`src/rtl/fpu_pkg.sv`:
```
// Shared widths and the load-pipe entry type for the FPU load path.
package fpu_pkg;

   localparam int FPU_DATA_W = 32;
   localparam int FPU_DEST_W = 3;

   typedef struct packed {
      logic                  valid;
      logic [FPU_DEST_W-1:0] dest;
      logic [FPU_DATA_W-1:0] data;
   } load_entry_t;

endpackage

```
`src/rtl/load_stage.sv`:
```
// One elastic pipeline stage: a valid bit plus a {data, dest} payload register.
module load_stage #(
   parameter int DATA_W = 32,
   parameter int DEST_W = 3
) (
   input  logic              clk,
   input  logic              rst,
   input  logic              clr,
   input  logic              up_valid,
   input  logic [DATA_W-1:0] up_data,
   input  logic [DEST_W-1:0] up_dest,
   input  logic              dn_ready,
   output logic              dn_valid,
   output logic [DATA_W-1:0] dn_data,
   output logic [DEST_W-1:0] dn_dest
);

   logic              valid_q;
   logic [DATA_W-1:0] data_q;
   logic [DEST_W-1:0] dest_q;
   logic              load_en;

   // The stage can take a new entry when it is empty or its entry moves on.
   assign load_en = !valid_q || dn_ready;

   always_ff @(posedge clk) begin
      if (rst) begin
         valid_q <= 1'b0;
         data_q  <= '0;
         dest_q  <= '0;
      end else if (clr) begin
         valid_q <= 1'b0;
      end else if (load_en) begin
         valid_q <= up_valid;
         if (up_valid) begin
            data_q <= up_data;
            dest_q <= up_dest;
         end
      end
   end

   assign dn_valid = valid_q;
   assign dn_data  = data_q;
   assign dn_dest  = dest_q;

endmodule

```
`src/rtl/load_pipe.sv`:
```
// Elastic DEPTH-stage load pipe with flush and in-flight count.
// Define LOAD_PIPE_HAZARD_EN to build the per-destination busy_mask scoreboard.
module load_pipe
   import fpu_pkg::*;
#(
   parameter int DATA_W = FPU_DATA_W,
   parameter int DEST_W = FPU_DEST_W,
   parameter int DEPTH  = 2
) (
   input  logic                       clk,
   input  logic                       rst,
   input  logic                       in_valid,
   output logic                       in_ready,
   input  logic [DATA_W-1:0]          in_data,
   input  logic [DEST_W-1:0]          in_dest,
   input  logic                       flush,
   output logic                       out_valid,
   input  logic                       out_ready,
   output logic [DATA_W-1:0]          out_data,
   output logic [DEST_W-1:0]          out_dest,
   output logic [$clog2(DEPTH+1)-1:0] count,
   output logic [2**DEST_W-1:0]       busy_mask
);

   localparam int CNT_W = $clog2(DEPTH+1);

   // Handshake: a transfer happens on a port exactly in a cycle where valid
   // and ready are both high at the rising edge; valid never waits on ready,
   // and in_ready may depend combinationally on out_ready.

   logic [DEPTH-1:0]  stage_v;
   logic [DATA_W-1:0] stage_d [DEPTH];
   logic [DEST_W-1:0] stage_t [DEPTH];
   logic [CNT_W-1:0]  count_q;
   logic              in_xfer;
   logic              out_xfer;

   for (genvar i = 0; i < DEPTH; i++) begin : g_stage
      logic              up_v;
      logic [DATA_W-1:0] up_d;
      logic [DEST_W-1:0] up_t;
      logic              dn_rdy;

      if (i == 0) begin : g_head
         assign up_v = in_valid;
         assign up_d = in_data;
         assign up_t = in_dest;
      end else begin : g_body
         assign up_v = stage_v[i-1];
         assign up_d = stage_d[i-1];
         assign up_t = stage_t[i-1];
      end

      // Downstream is blocked only when every later stage is full and the tail stalls.
      if (i == DEPTH-1) begin : g_tail
         assign dn_rdy = out_ready;
      end else begin : g_mid
         assign dn_rdy = out_ready || !(&stage_v[DEPTH-1:i+1]);
      end

      load_stage #(
         .DATA_W (DATA_W),
         .DEST_W (DEST_W)
      ) u_stage (
         .clk      (clk),
         .rst      (rst),
         .clr      (flush),
         .up_valid (up_v),
         .up_data  (up_d),
         .up_dest  (up_t),
         .dn_ready (dn_rdy),
         .dn_valid (stage_v[i]),
         .dn_data  (stage_d[i]),
         .dn_dest  (stage_t[i])
      );
   end

   assign in_ready  = !rst && !flush && (out_ready || !(&stage_v));
   assign out_valid = stage_v[DEPTH-1];
   assign out_data  = out_valid ? stage_d[DEPTH-1] : '0;
   assign out_dest  = out_valid ? stage_t[DEPTH-1] : '0;
   assign in_xfer   = in_valid && in_ready;
   assign out_xfer  = out_valid && out_ready;

   always_ff @(posedge clk) begin
      if (rst || flush) begin
         count_q <= '0;
      end else begin
         count_q <= count_q + CNT_W'(in_xfer) - CNT_W'(out_xfer);
      end
   end

   assign count = count_q;

`ifdef LOAD_PIPE_HAZARD_EN
   always_comb begin
      busy_mask = '0;
      for (int i = 0; i < DEPTH; i++) begin
         if (stage_v[i]) begin
            busy_mask[stage_t[i]] = 1'b1;
         end
      end
   end
`else
   assign busy_mask = '0;
`endif

endmodule

```
`config.mk`:
```
export PLATFORM = sky130hd
export DESIGN_NAME = load_pipe
export DESIGN_NICKNAME = d
export VERILOG_FILES = /design/src/rtl/fpu_pkg.sv /design/src/rtl/load_stage.sv /design/src/rtl/load_pipe.sv
export SDC_FILE = /design/constraint.sdc
export NUM_CORES = 1
export LEC_CHECK = 0
export CORE_ASPECT_RATIO = 0.5
export CORE_UTILIZATION = 49
export CTS_CLUSTER_DIAMETER = 30
export CTS_CLUSTER_SIZE = 30
export DETAILED_ROUTE_END_ITERATION = 8
export PLACE_DENSITY = 0.83
export SLEW_MARGIN = 0
export SYNTH_ARGS = -nofsm -noshare
export SYNTH_HDL_FRONTEND = slang
export SYNTH_SLANG_ARGS = --single-unit
export TNS_END_PERCENT = 20
```
`constraint.sdc`:
```
create_clock -name clk -period 2.08 [get_ports clk]
set_input_delay 0.416 -clock clk [delete_from_list [all_inputs] [get_ports clk]]
set_output_delay 0.416 -clock clk [all_outputs]
set_load 0.005 [all_outputs]
```
==> results.md, run 1 <==
- Run status: completed
- Worst-Skew Late Latency: 0.32 ns
- Die Height: 61.3 um
- Die W: 121 um
- Number of library cell types mapped by synthesis: 25
- Pre-CTS WS: -0.169 ns
- Min cycle time layout: 1.97 ns
- Clk sinks: 74
- Sw Share: 21.8%
- Transition time at the pin with the least slew margin: 0.664 ns
- GRT Total Usage: 20.1%
- Syn_area_per_cell: 8.99 um2
- RSZ-0062 raised after global routing: no
- Max Cap Viol: 0
- Main synth FF type: dfxtp_1
- Max-slew violations: 0
- CTS max path bufs: 2
- Max_slew headroom: 55.7%
- Leak: 1.63 nW
- GPL Wtd Cong: 0.765
- Final worst setup slack: 0.110 ns
- Mapped Area: 0.00344 mm2
- CTS Root Cell: clkbuf_16
- Ports: 87
- HP Class: in -> reg
- Ant. Diodes: 0
- Final setup fails: 0
- Seq/Total Area, Yosys: 43.0%
- Fin. Hold Viols: 0
- DP HPWL: 4630 um
- CP required: 1.66 ns
- Worst Setup End Kind: primary output
- Rows: 21
- Clock power frac: 46.4%
- Via count: 2750
- Global-route wire length before repair: 11400 um
- Htree depth: 3
- Vias per Instance: 5.03
- Initial antenna violation count: 0
- Final #Nets: 492
- Worst-path clk slew: 0.05 ns
- Largest net degree at the start of global routing: 87
- Fmax: 508 MHz
- Crit path arrival time: 1.55 ns
- Total CTS buffers: 9
- Element type at the critical path start: flip-flop
- WL/cell: 13.3 um
- Remaining DRCs: 0
- Pwr Density: 717 mW/mm2
- Internal power: 2.53 mW
- Final ANT Viol Nets: 0
- Global route total overflow: 0
- Die area: 0.00738 mm2
- Post-CTS Setup Bufs: 0
- Most frequent cells in the layout: clkdlybuf4s50_1, nand2b_1, dfxtp_1
- Core area: 0.00673 mm2
- Vias in the first global route: 2430
- Placed cell count: 531
- Peak VDD IR: 0.000476 V
- Post-synth EDFFs: 0
- Layout cell share with drive strength beyond 1: 7.47%
- Switching Power: 0.705 mW
- Area Growth Syn to Fin: 31.2%
- Number of detailed-route iterations in the first pass: 5
- Comb pwr share: 7.8%
- CTS tree: done
- Skew final: 0.00432 ns
- Cells after synthesis: 383
- Seq pwr share: 45.8%
- Commonest non-fill, non-tap cell in the layout: clkdlybuf4s50_1
- Total Power: 3.24 mW
- Final WL: 7270 um
- Starting DRC count in detailed routing: 187
- Non-Filler Instances: 547
- Synth Register Bits: 74
- WS Path Type: reg -> out
- Part of the cycle the worst path needs: 94.7%
- PortBufs: 78
- Async SR Flop Fraction: 0%
- CP Max Fanout: 30
- Initial cell density of the core: 51.2%
- Synth warn: 0
- Setup TNS: 0 ns
## power groups by stage
stage	Clock [mW]	Combinational [mW]	Sequential (mW)
after detailed placement	0	0.254	1.51
after global placement	0	0.251	1.51
after floorplan	0	0.167	1.51
final	1.50	0.253	1.48
after CTS	1.53	0.254	1.48
after global routing	1.59	0.276	1.49
## layout make-up
type	count	area (um2)
clock buffer	10	229
fill	575	2210
inverter	1	3.75
tap	92	115
clock inverter	6	67.6
sequential	74	1480
timing repair buffer	92	903
multi-input combinational	272	1710
## worst max-delay path: stages, from the launching register on
cell,delay (ns)
dfxtp_2,0.37
buf_12,0.16
and2_1,0.15
clkdlybuf4s50_1,0.54
## cell families (layout without fill, tap and decap cells)
family          count (synthesis)  after routing  share of synthesized area [%]
other cells                     1              8                          0.109
xor+xnor                        2              2                          0.509
simple gates                  152            152                           26.4
buf+inv                        44            109                           8.22
mux                            35             35                           10.2
flops                          74             74                           43.0
compound gates                 73             73                           10.8
fa+ha+maj                       2              2                          0.727
## per-stage QoR
stage | utilization (%) | hold WS (ns) | area [um2]
2_1_floorplan | - | 0.444 | 3470
3_3_place_gp | 62.6 | 0.451 | 4210
3_5_place_dp | 62.6 | 0.455 | 4210
4_1_cts | 67.0 | 0.339 | 4510
5_1_grt | 67.1 | 0.368 | 4520
6_report | 67.1 | 0.352 | 4520
## path summary, 6_finish.rpt
path	end	slack [ns]	cells after the start	start
min	g_stage[1].u_stage.dn_data[2]	0.35	2	rst
max	out_data[15]	0.11	3	g_stage[1].u_stage.dn_valid
min reg2reg	g_stage[1].u_stage.dn_data[26]	0.46	2	g_stage[0].u_stage.dn_data[26]
max reg2reg	count[1]	0.44	9	g_stage[1].u_stage.dn_valid
## sequential cells by signal, summed over array words and instances, names as in the netlist
register,count
count,2
g_stage.u_stage.dn_data,64
g_stage.u_stage.dn_dest,6
g_stage.u_stage.dn_valid,2
## synthesized netlist by cell type (2+ instances only)
library cell | n | area (um2)
mux2i_1 | 35 | 350
buf_2 | 10 | 50.1
clkbuf_1 | 17 | 63.8
dfxtp_1 | 74 | 1480
buf_4 | 11 | 82.6
and2_1 | 36 | 225
o21ai_0 | 24 | 120
a21oi_1 | 36 | 180
nand3_1 | 35 | 175
o21ai_1 | 11 | 55.1
nand2b_1 | 74 | 463
ha_1 | 2 | 25.0
buf_12 | 3 | 60.1
nor3_1 | 3 | 15.0
buf_6 | 2 | 22.5
## what timing repair did
| action | in CTS | in global routing |
|---|---|---|
| hold endpoints to repair | 0 | 0 |
| resized for setup | 3 | 3 |
| hold buffers | 0 | 0 |
| setup endpoints to repair | 12 | 27 |
## routing by layer
metal	part of all wire [%]	track usage, %
met1	48	26.5
met5	0	0
met3	5.3	5.56
met4	0.87	6.70
met2	46	32.8
Power figures use the tool's default switching activity.
==> run 2: changes to the inputs <==
CELL_PAD_IN_SITES_DETAIL_PLACEMENT = 0   (was default)
CELL_PAD_IN_SITES_GLOBAL_PLACEMENT = 1   (was default)
CORE_MARGIN = 2   (was default)
CORE_UTILIZATION = 36   (was 49)
PLACE_DENSITY = 0.82   (was 0.83)
==> run 2 against run 1 <==
Net effect: die area rose by 41%; sequential share of layout area fell by 0.44 points; critical path depth did not move; worst setup slack got worse by 0.049 ns; largest cell class unchanged; hold slack improved by 0.11 ns; clock skew rose by 0.0010 ns; register-to-register slack got worse by 0.02 ns; maximum frequency fell by 2.4%; largest power group unchanged; cell area rose by 1.3%; combinational power barely moved; sequential power barely moved; core utilization fell by 18 points.
==> results.md, run 2 (same netlist as run 1, synthesis figures left out) <==
- Run status: completed
- Transition time at the pin with the least slew margin: 0.759 ns
- Max stage delay on crit path: 0.54 ns
- Final WL: 7910 um
- Htree depth: 3
- Total Power: 3.32 mW
- Worst r2r src: g_stage[1].u_stage.dn_valid
- Fill cell count: 902
- WS Path Type: reg -> out
- Max_slew headroom: 49.4%
- DP HPWL: 5260 um
- Crit path arrival time: 1.60 ns
- WL/cell: 13.7 um
- Rows: 25
- Remaining DRCs: 0
- GPL Wtd Cong: 0.726
- Max Cap Viol: 0
- Initial antenna violation count: 0
- Die W: 142 um
- Final ANT Viol Nets: 0
- Leak: 1.64 nW
- Most frequent cells in the layout: clkdlybuf4s50_1, nand2b_1, dfxtp_1
- Worst-path clk slew: 0.06 ns
- Area Growth Syn to Fin: 32.9%
- Placed cell count: 562
- Initial cell density of the core: 36.8%
- Starting DRC count in detailed routing: 190
- Final #Nets: 494
- Global-route wire length before repair: 12900 um
- Worst Hold Slack: 0.463 ns
- HP Class: reg -> reg
- Number of detailed-route iterations in the first pass: 7
- Layout cell share with drive strength beyond 1: 7.88%
- Largest net degree at the start of global routing: 94
- Max FFs per register: 64
- CTS max path bufs: 2
- Peak VDD IR: 0.000345 V
- Final setup fails: 0
- Skew final: 0.00534 ns
- Via count: 2719
- Ports: 87
- Core area: 0.00935 mm2
- Total CTS buffers: 9
- Min cycle time layout: 2.02 ns
- Area of the multi-input gates: 0.00171 mm2
- Worst Setup End Kind: primary output
- CP Max Fanout: 20
- Commonest non-fill, non-tap cell in the layout: clkdlybuf4s50_1
- RR Endpoint: count[1]
- Fmax: 495 MHz
- Global route total overflow: 0
- CP endpoint: out_data[13]
- Vias per Instance: 4.70
- Max-slew violations: 0
- Fin. Hold Viols: 0
- GRT Total Usage: 16.0%
- Post-CTS Setup Bufs: 0
- RSZ-0062 raised after global routing: yes
- FF/Latch Area: 0.00148 mm2
- Critical path origin: g_stage[1].u_stage.dn_valid
- Pwr Density: 727 mW/mm2
- Ant. Diodes: 0
- CTS Root Cell: clkbuf_16
- Crit path max-delay cell type: clkdlybuf4s50_1
- CTS tree: done
- Worst-Skew Late Latency: 0.33 ns
- Die Height: 73.1 um
- CP required: 1.66 ns
- FF-to-FF setup slack: 0.42 ns
- Part of the cycle the worst path needs: 97.0%
- PortBufs: 78
- Critical-path cell list: buf_4, and2_1, clkdlybuf4s50_1
- Reg2Reg Depth: 9
- Non-Filler Instances: 578
- Element type at the critical path start: flip-flop
- Vias in the first global route: 2580
- Die area: 0.0104 mm2
- Clk sinks: 74
-- run 2: cell types whose count changed in the layout (fill, tap and decap cells not counted), sizes merged --
| cell | before | now |
|---|---|---|
| clkdlybuf4s50 | 75 | 76 |
| clkbuf | 10 | 11 |
| buf | 15 | 17 |
| dlygate4sd2 | 2 | 1 |
| clkinv | 3 | 2 |
-- run 2: critical path, delay by kind of cell, from the launching register on --
kind | cells | cell delay (ns)
and+or+nand+nor | 1 | 0.15
DFF | 1 | 0.35
buffers and inverters | 2 | 0.77
-- run 2: power breakdown --
part / internal, mW / switching, mW / total, mW / leakage, nW
combinational: 0.144 / 0.112 / 0.256 / 0.895
clock: 0.997 / 0.589 / 1.59 / 0.148
sequential: 1.46 / 0.0224 / 1.48 / 0.601
-- run 2: what timing repair did --
action / 4_1_cts / 5_1_grt
pin swaps: 0 / 0
gates resized for setup: 1 / 0
endpoints found under the hold margin: 0 / 0
endpoints found under the setup margin: 1 / 1
hold buffers: 0 / 0
-- run 2: layout make-up --
class	instances	share of cell area (%)
Multi-Input combinational cell	272	37.5
Sequential cell	74	32.4
Timing Repair Buffer	94	19.8
Inverter	1	0.0821
Clock inverter	5	1.37
Tap cell	121	3.31
Clock buffer	11	5.53
-- run 2: layer usage --
metal  routed length (um)  share of wire (%)  up-vias  track usage [%]
met1                 4040                 51     1255             22.5
met4                   74               0.94        0             4.44
li1                     -                  -     1402                -
met2                 3450                 44       54             23.7
met5                    0                  0        -                0
met3                  352                4.5        8             4.79
-- run 2: how the worst min path moves through the flow --
stage / start / slack [ns] / to / cells after the start
CTS: g_stage[0].u_stage.dn_data[30] / 0.47 / g_stage[1].u_stage.dn_data[30] / 2
floorplan: g_stage[0].u_stage.dn_data[0] / 0.44 / g_stage[1].u_stage.dn_data[0] / 2
detailed placement: g_stage[0].u_stage.dn_data[18] / 0.46 / g_stage[1].u_stage.dn_data[18] / 2
global placement: g_stage[0].u_stage.dn_data[4] / 0.45 / g_stage[1].u_stage.dn_data[4] / 2
global route: g_stage[0].u_stage.dn_data[10] / 0.49 / g_stage[1].u_stage.dn_data[10] / 2
finish: g_stage[0].u_stage.dn_data[30] / 0.46 / g_stage[1].u_stage.dn_data[30] / 2
-- run 2: metrics by stage --
step / setup TNS [ns] / util (%) / setup WS [ns] / instance area (um2)
2_1_floorplan: 0 / - / 0.222 / 3470
3_3_place_gp: -0.268 / 45.5 / -0.173 / 4260
3_5_place_dp: -0.693 / 45.5 / -0.188 / 4260
4_1_cts: 0 / 48.9 / 0.0435 / 4570
5_1_grt: -0.00995 / 48.9 / -0.00995 / 4570
6_report: 0 / 48.9 / 0.0617 / 4570
